## src/rtl/pipe_stall_ctrl_if.sv

```systemverilog
// ----------------------------------------------------------------------------
// pipe_stall_ctrl_if
//
// Bundles the signals exchanged between the pipeline stages and the central
// stall/flush scheduler.
//
//   stallreq_if  pipeline -> ctrl   icache miss, freezes stages 0..1
//   stallreq_id  pipeline -> ctrl   load-use hazard, freezes stages 0..2
//   stallreq_ex  pipeline -> ctrl   mul/div busy, freezes stages 0..3
//   stallreq_dc  pipeline -> ctrl   dcache miss, freezes stages 0..4
//   excp_valid   pipeline -> ctrl   redirect request (exception / ERET) pulse
//   excp_pc      pipeline -> ctrl   redirect target
//   stall        ctrl -> pipeline   stall bus, bit i holds stage i
//   flush        ctrl -> pipeline   kill all in-flight stages
//   new_pc       ctrl -> pipeline   redirect target, valid while flush = 1
//
// The "master" modport is the pipeline side; "slave" is the scheduler.
// ----------------------------------------------------------------------------
interface pipe_stall_ctrl_if;
   logic        stallreq_if;
   logic        stallreq_id;
   logic        stallreq_ex;
   logic        stallreq_dc;
   logic        excp_valid;
   logic [31:0] excp_pc;
   logic [5:0]  stall;
   logic        flush;
   logic [31:0] new_pc;

   modport master (
      output stallreq_if,
      output stallreq_id,
      output stallreq_ex,
      output stallreq_dc,
      output excp_valid,
      output excp_pc,
      input  stall,
      input  flush,
      input  new_pc
   );

   modport slave (
      input  stallreq_if,
      input  stallreq_id,
      input  stallreq_ex,
      input  stallreq_dc,
      input  excp_valid,
      input  excp_pc,
      output stall,
      output flush,
      output new_pc
   );
endinterface

```

## src/rtl/pipe_stall_ctrl.sv

```systemverilog
// ----------------------------------------------------------------------------
// pipe_stall_ctrl
//
// Central stall/flush scheduler for the 6-stage pipeline
// (stage 0 PC, 1 IF, 2 ID, 3 EX, 4 DCACHE, 5 MEM).
//
//   clk           pipeline clock
//   rst           asynchronous, active-low reset
//   bus           stall requests / redirect in, stall bus / flush out
//   cnt_clr       synchronous clear of the stall-cycle counter
//   stall_cycles  saturating count of cycles with stall[0] = 1 in RUN
//   busy          high while a redirect is being sequenced
//
// Stall requests are merged combinationally into the stall bus. A redirect
// produces FLUSH_CYCLES cycles of registered flush/new_pc. If a dcache miss
// is outstanding when the redirect arrives, the target is parked and the
// pipeline is frozen (stages 0..4) until the miss resolves; the flush starts
// on the first cycle the miss is sampled low. Only the first redirect is
// honoured until the controller is back in RUN.
// ----------------------------------------------------------------------------
module pipe_stall_ctrl #(
   parameter int FLUSH_CYCLES = 1,
   parameter int CNT_W        = 32
) (
   input  logic              clk,
   input  logic              rst,
   pipe_stall_ctrl_if.slave  bus,
   input  logic              cnt_clr,
   output logic [CNT_W-1:0]  stall_cycles,
   output logic              busy
);

   typedef enum logic [1:0] {
      RUN        = 2'd0,
      FLUSH_WAIT = 2'd1,
      FLUSH      = 2'd2
   } state_t;

   // Final value of the flush counter before returning to RUN.
   localparam logic [2:0] LAST_FCNT = 3'(FLUSH_CYCLES - 1);

   state_t            state_reg,   state_next;
   logic [2:0]        fcnt_reg,    fcnt_next;
   logic [31:0]       pend_pc_reg, pend_pc_next;
   logic [31:0]       new_pc_reg,  new_pc_next;
   logic [CNT_W-1:0]  cnt_reg,     cnt_next;

   logic [3:0]        req_vec;
   logic [5:0]        run_stall;
   logic [5:0]        stall_comb;

   // ------------------------------------------------------------------------
   // Request merge. Request k (0=if .. 3=dc) freezes stages 0..k+1, so stage
   // gi is held by any request whose index is at least gi-1. Stages 0 and 1
   // are held by every request; MEM is never held.
   // ------------------------------------------------------------------------
   assign req_vec = {bus.stallreq_dc, bus.stallreq_ex,
                     bus.stallreq_id, bus.stallreq_if};

   generate
      for (genvar gi = 0; gi < 5; gi++) begin : g_stall
         if (gi < 2) begin : g_all
            assign run_stall[gi] = |req_vec;
         end else begin : g_upper
            assign run_stall[gi] = |req_vec[3:gi-1];
         end
      end
   endgenerate

   assign run_stall[5] = 1'b0;

   // ------------------------------------------------------------------------
   // State register
   // ------------------------------------------------------------------------
   always_ff @(posedge clk or negedge rst) begin
      if (!rst) begin
         state_reg   <= RUN;
         fcnt_reg    <= 3'd0;
         pend_pc_reg <= 32'd0;
         new_pc_reg  <= 32'd0;
         cnt_reg     <= '0;
      end else begin
         state_reg   <= state_next;
         fcnt_reg    <= fcnt_next;
         pend_pc_reg <= pend_pc_next;
         new_pc_reg  <= new_pc_next;
         cnt_reg     <= cnt_next;
      end
   end

   // ------------------------------------------------------------------------
   // Next-state and stall bus
   // ------------------------------------------------------------------------
   always_comb begin
      state_next   = state_reg;
      fcnt_next    = fcnt_reg;
      pend_pc_next = pend_pc_reg;
      new_pc_next  = new_pc_reg;
      stall_comb   = run_stall;

      case (state_reg)
         RUN: begin
            if (bus.excp_valid) begin
               pend_pc_next = bus.excp_pc;
               if (bus.stallreq_dc) begin
                  state_next = FLUSH_WAIT;
               end else begin
                  // new_pc is loaded on entry so it is valid in the first
                  // flush cycle.
                  state_next  = FLUSH;
                  new_pc_next = bus.excp_pc;
                  fcnt_next   = 3'd0;
               end
            end
         end

         FLUSH_WAIT: begin
            // Hold everything up to DCACHE while the miss drains, whatever
            // the other stages ask for.
            stall_comb = 6'b011111;
            if (!bus.stallreq_dc) begin
               state_next  = FLUSH;
               new_pc_next = pend_pc_reg;
               fcnt_next   = 3'd0;
            end
         end

         FLUSH: begin
            stall_comb = 6'b000000;
            if (fcnt_reg == LAST_FCNT) begin
               state_next = RUN;
               fcnt_next  = 3'd0;
            end else begin
               fcnt_next = fcnt_reg + 3'd1;
            end
         end

         default: begin
            state_next = RUN;
         end
      endcase

      // The stall bus must read idle for as long as reset is held, not just
      // after the next edge.
      if (!rst) begin
         stall_comb = 6'b000000;
      end
   end

   // ------------------------------------------------------------------------
   // Stall-cycle counter: counts RUN cycles with the PC stage held. Clear
   // beats increment; the count sticks at all-ones.
   // ------------------------------------------------------------------------
   always_comb begin
      cnt_next = cnt_reg;
      if (cnt_clr) begin
         cnt_next = '0;
      end else if ((state_reg == RUN) && run_stall[0] && (cnt_reg != {CNT_W{1'b1}})) begin
         cnt_next = cnt_reg + 1'b1;
      end
   end

   assign bus.stall    = stall_comb;
   assign bus.flush    = (state_reg == FLUSH);
   assign bus.new_pc   = new_pc_reg;
   assign stall_cycles = cnt_reg;
   assign busy         = (state_reg != RUN);

endmodule
```

## src/flat_wrapper.sv

```systemverilog
// flat-port wrapper written by rule: the top's interface ports become plain ports
module pipe_stall_ctrl_flat 
#(
   parameter int FLUSH_CYCLES = 1,
   parameter int CNT_W        = 32
)
  (clk, rst, cnt_clr, stall_cycles, busy, bus_stallreq_if, bus_stallreq_id, bus_stallreq_ex, bus_stallreq_dc, bus_excp_valid, bus_excp_pc, bus_stall, bus_flush, bus_new_pc);
  pipe_stall_ctrl_if bus_i ();
  input  logic clk;
  input  logic rst;
  input  logic cnt_clr;
  output logic [CNT_W-1:0] stall_cycles;
  output logic busy;
  input wire logic [$bits(bus_i.stallreq_if)-1:0] bus_stallreq_if;
  input wire logic [$bits(bus_i.stallreq_id)-1:0] bus_stallreq_id;
  input wire logic [$bits(bus_i.stallreq_ex)-1:0] bus_stallreq_ex;
  input wire logic [$bits(bus_i.stallreq_dc)-1:0] bus_stallreq_dc;
  input wire logic [$bits(bus_i.excp_valid)-1:0] bus_excp_valid;
  input wire logic [$bits(bus_i.excp_pc)-1:0] bus_excp_pc;
  output wire logic [$bits(bus_i.stall)-1:0] bus_stall;
  output wire logic [$bits(bus_i.flush)-1:0] bus_flush;
  output wire logic [$bits(bus_i.new_pc)-1:0] bus_new_pc;
  assign bus_i.stallreq_if = bus_stallreq_if;
  assign bus_i.stallreq_id = bus_stallreq_id;
  assign bus_i.stallreq_ex = bus_stallreq_ex;
  assign bus_i.stallreq_dc = bus_stallreq_dc;
  assign bus_i.excp_valid = bus_excp_valid;
  assign bus_i.excp_pc = bus_excp_pc;
  assign bus_stall = bus_i.stall;
  assign bus_flush = bus_i.flush;
  assign bus_new_pc = bus_i.new_pc;
  pipe_stall_ctrl #(.FLUSH_CYCLES(FLUSH_CYCLES), .CNT_W(CNT_W)) u_core (.clk(clk), .rst(rst), .bus(bus_i), .cnt_clr(cnt_clr), .stall_cycles(stall_cycles), .busy(busy));
endmodule
```

## config.mk

```make
export PLATFORM = sky130hd
export DESIGN_NAME = pipe_stall_ctrl_flat
export DESIGN_NICKNAME = d
export VERILOG_FILES = /design/src/rtl/pipe_stall_ctrl_if.sv /design/src/rtl/pipe_stall_ctrl.sv /design/src/flat_wrapper.sv
export SDC_FILE = /design/constraint.sdc
export NUM_CORES = 1
export LEC_CHECK = 0
export ABC_AREA = 1
export ABC_CLOCK_PERIOD_IN_PS = 2000
export BUFFER_PORTS_ARGS = -buffer_cell sky130_fd_sc_hd__buf_2
export CAP_MARGIN = 40
export CORE_MARGIN = 1.5
export CORE_UTILIZATION = 54
export DETAILED_ROUTE_END_ITERATION = 12
export GPL_TIMING_DRIVEN = 0
export MAX_ROUTING_LAYER = met4
export PLACE_DENSITY = 0.91
export SLEW_MARGIN = 20
export SYNTH_ARGS = -nofsm -noshare
export SYNTH_HDL_FRONTEND = slang
export SYNTH_SLANG_ARGS = --single-unit
```

## constraint.sdc

```tcl
create_clock -name clk -period 2 [get_ports clk]
set_input_delay 0 -clock clk [delete_from_list [all_inputs] [get_ports clk]]
set_output_delay 0 -clock clk [all_outputs]
set_load 0.005 [all_outputs]
```

==> impl_metrics.ini <==
[run_status]
status = finished clean

[synth]
synth_top_flop_cell = dfrtp_1
yosys.area.top_type = dfrtp_1
synth.avg_cell_area_sq_um = 7.192
netlist_instances = 742
synthesis.nets = 788
yosysWarnings = 0
synth.area.top_cells = dfrtp_1, nand2_1, o21ai_0
seq_area_frac_synth = 0.4736
synth_edf_count = 0
synth_top_area_frac = 0.4736
async_reset_ff_frac = 1.000
synth_seq_cells = 101
syn-cell-area_sq_um = 5336
synth_cell_type_count = 34

[cells_and_area]
fin_nets = 947
syn_to_final_growth_pct = 26.26
layoutNonFillerInstCount = 1039
design_area_sq_um = 6738
diodes = 0
drive_above_1_share = 0.1843

[clock_tree]
cts_buffers = 9
cts_tree = yes
cts_num_sinks = 101
cts_root_buf = clkbuf_8
htreeDepth = 3
clk_pin_slew_ps = 110
clockBufferDepth = 2
clk-insertion-delay-late_ps = 390

[route]
num_vias = 5413
dr_wl_met3_um = 945
post_drt_wl_per_cell_um = 13.94
routed_wl_mm = 14.49
drt_iter0_drc = 323
dr_wl_met2_mm = 7.422
avgViaCountPerCell = 5.210
dr.pass1.iters = 5
wl_met1_mm = 5.607
final_antenna_net_count = 0
routed.top_layer = met4
remaining_drc_errors = 0

[power_and_ir_drop]
ir_worst_vdd_mv = 0.9035
powerDensity_nw_per_um2 = 1060
p_int_mw = 4.316
switching_share = 0.3958
netSwitchingPower_mw = 2.827
power_frac_comb = 0.365
p_clk_frac = 0.205
p_leak_nw = 3.556
seqPwrFrac = 0.429

[worst_setup_path]
reg2reg_from = u_core.state_reg[1]
crit_path_start_kind = register
crit_required_ps = 2280
r2r_slack_ps = 80
rr_worst_depth = 9
endpoint_kind = register
cp_max_fo = 10
reg2reg_to = u_core.bus.new_pc[22]
path_class = register to register
cp.arrival_ps = 2190

[floorplanning]
start_util = 0.5510
die-height_um = 102.4
dieArea_sq_um = 10490
die_x_um = 102.4
io_pins = 112
rows = 36
core_sq_um = 9684

[timing]
slew_headroom = 0.6252
clock.fmax_mhz = 521.5
fin_crit_ps = 1918
setup_viol_count_final = 0
tightestPinTransition_ps = 562.3
final-hold-violation-count = 0
maxSlewViolCount = 0
setup_tns_ps = 0
layout_setup_ws_ps = 82.44
period_share = 0.9588
hold_ws_ps = 84.81
clock_skew_ps = 10.82

[placement]
placed_cell_area_sq_um = 6082
dpl.hpwl_mm = 9.415
post-place-cells = 985
place.gp.congestion = 1.000
port_buffers = 109
post-place-ws_ps = -274.4

[hold_path]
min_to = u_core.fcnt_reg[1]
worstHoldPathCells = 4
hp-class = input pin to register
hp-start = bus_excp_valid

[job]
cap_violations = 0

[global_routing]
gr-total-overflow = 0
antenna_found_initial = 0
grt_usage = 0.2948
grt_max_degree = 54
grt_pass1_wl_mm = 23.34
grt_pass1_vias = 5054
-- worst max-delay path by stage --
stage	endpoint	from	slack, ps
global route	u_core.stall_cycles[18]	u_core.stall_cycles[1]	-3
detailed placement	u_core.bus.new_pc[11]	u_core.state_reg[1]	-270
finish	u_core.bus.new_pc[22]	u_core.state_reg[1]	80
floorplan	u_core.bus.new_pc[0]	u_core.state_reg[1]	260
global placement	bus_stall[1]	rst	-850
CTS	u_core.bus.new_pc[15]	u_core.state_reg[1]	5
-- synth_stat cells, types with 2 or more instances --
| cell | count |
|---|---|
| nand4_1 | 7 |
| nor2_1 | 58 |
| o21bai_1 | 3 |
| nand3_1 | 35 |
| clkbuf_1 | 19 |
| a21oi_1 | 10 |
| nor2_4 | 2 |
| buf_2 | 3 |
| dfrtp_1 | 101 |
| o21ai_1 | 4 |
| buf_6 | 2 |
| inv_1 | 73 |
| xor2_1 | 7 |
| xnor2_1 | 3 |
| buf_4 | 2 |
| nand2_2 | 4 |
| nand2_1 | 312 |
| nand2_4 | 2 |
| buf_1 | 3 |
| nor2_2 | 4 |
| o21ai_0 | 70 |
| ha_1 | 6 |
-- worst max-delay path: stages (launching register included) --
cell	delay [ps]
dfrtp_1	430
inv_2	130
ha_4	170
buf_4	180
nor2_1	80
nor3_4	220
inv_1	160
clkbuf_2	230
nand2_1	120
nand2_1	70
-- per-layer routing --
metal,GRT usage,vias to the layer above
li1,-,2616
met1,0.3370,2479
met2,0.5064,258
met3,0.05198,60
met4,0.1307,0
met5,-,-
-- cells by family (layout without fill, tap and decap cells) --
family / after synthesis / count (layout) / share of synthesized area
simple gates: 427 / 427 / 0.3259
buf+inv: 105 / 269 / 0.07972
flops: 101 / 101 / 0.4736
compound gates: 92 / 92 / 0.08957
xor+xnor: 10 / 10 / 0.01641
fa+ha+maj: 6 / 6 / 0.01407
other cells: 1 / 1 / 0.0007027
-- placed cells by master, fill, tap and decap left out, drive strengths merged --
master         n
nand2        318
buf          124
dfrtp        101
inv           79
o21ai         74
nor2          65
nand3         35
dlygate4sd3   34
clkbuf        28
a21oi         10
nand4          7
xor2           7
ha             6
o21bai         3
xnor2          3
clkinv         3
a31oi          1
nor3           1
a211oi         1
and2           1
a22oi          1
o211ai         1
o22ai          1
conb           1
bufinv         1
-- power groups by stage --
stage	Sequential, mW	Clock (mW)	Combinational (mW)
final	3.07	1.47	2.61
after global placement	3.04	0	2.27
after floorplan	3.04	0	1.42
after CTS	3.03	1.46	2.47
after global routing	3.14	1.55	2.94
after detailed placement	3.06	0	2.35
-- layout make-up --
class,count,area [sq um]
fill,760,2947
sequential,101,2527
multi-input combinational,536,2424
timing repair buffer,149,959.7
inverter,76,290.3
tap,133,166.4
buffer,28,148.9
clock buffer,9,123.9
clock inverter,7,97.59
-- stage by stage --
step | power [mW] | utilization
after floorplan | 4.461 | -
after global placement | 5.312 | 0.6245
after detailed placement | 5.412 | 0.6280
after CTS | 6.965 | 0.6897
after global routing | 7.630 | 0.6957
final | 7.142 | 0.6957
-- what timing repair did --
| item | 4_1_cts | 5_1_grt |
|---|---|---|
| pin swaps | 1 | 3 |
| gates resized for setup | 10 | 16 |
| setup endpoints to repair | 33 | 50 |
| hold buffers | 34 | 0 |
| cloned | 0 | 0 |
| endpoints found under the hold margin | 161 | 0 |
| buffers inserted | 2 | 3 |
Note: power is estimated with default switching activity, not from simulation.
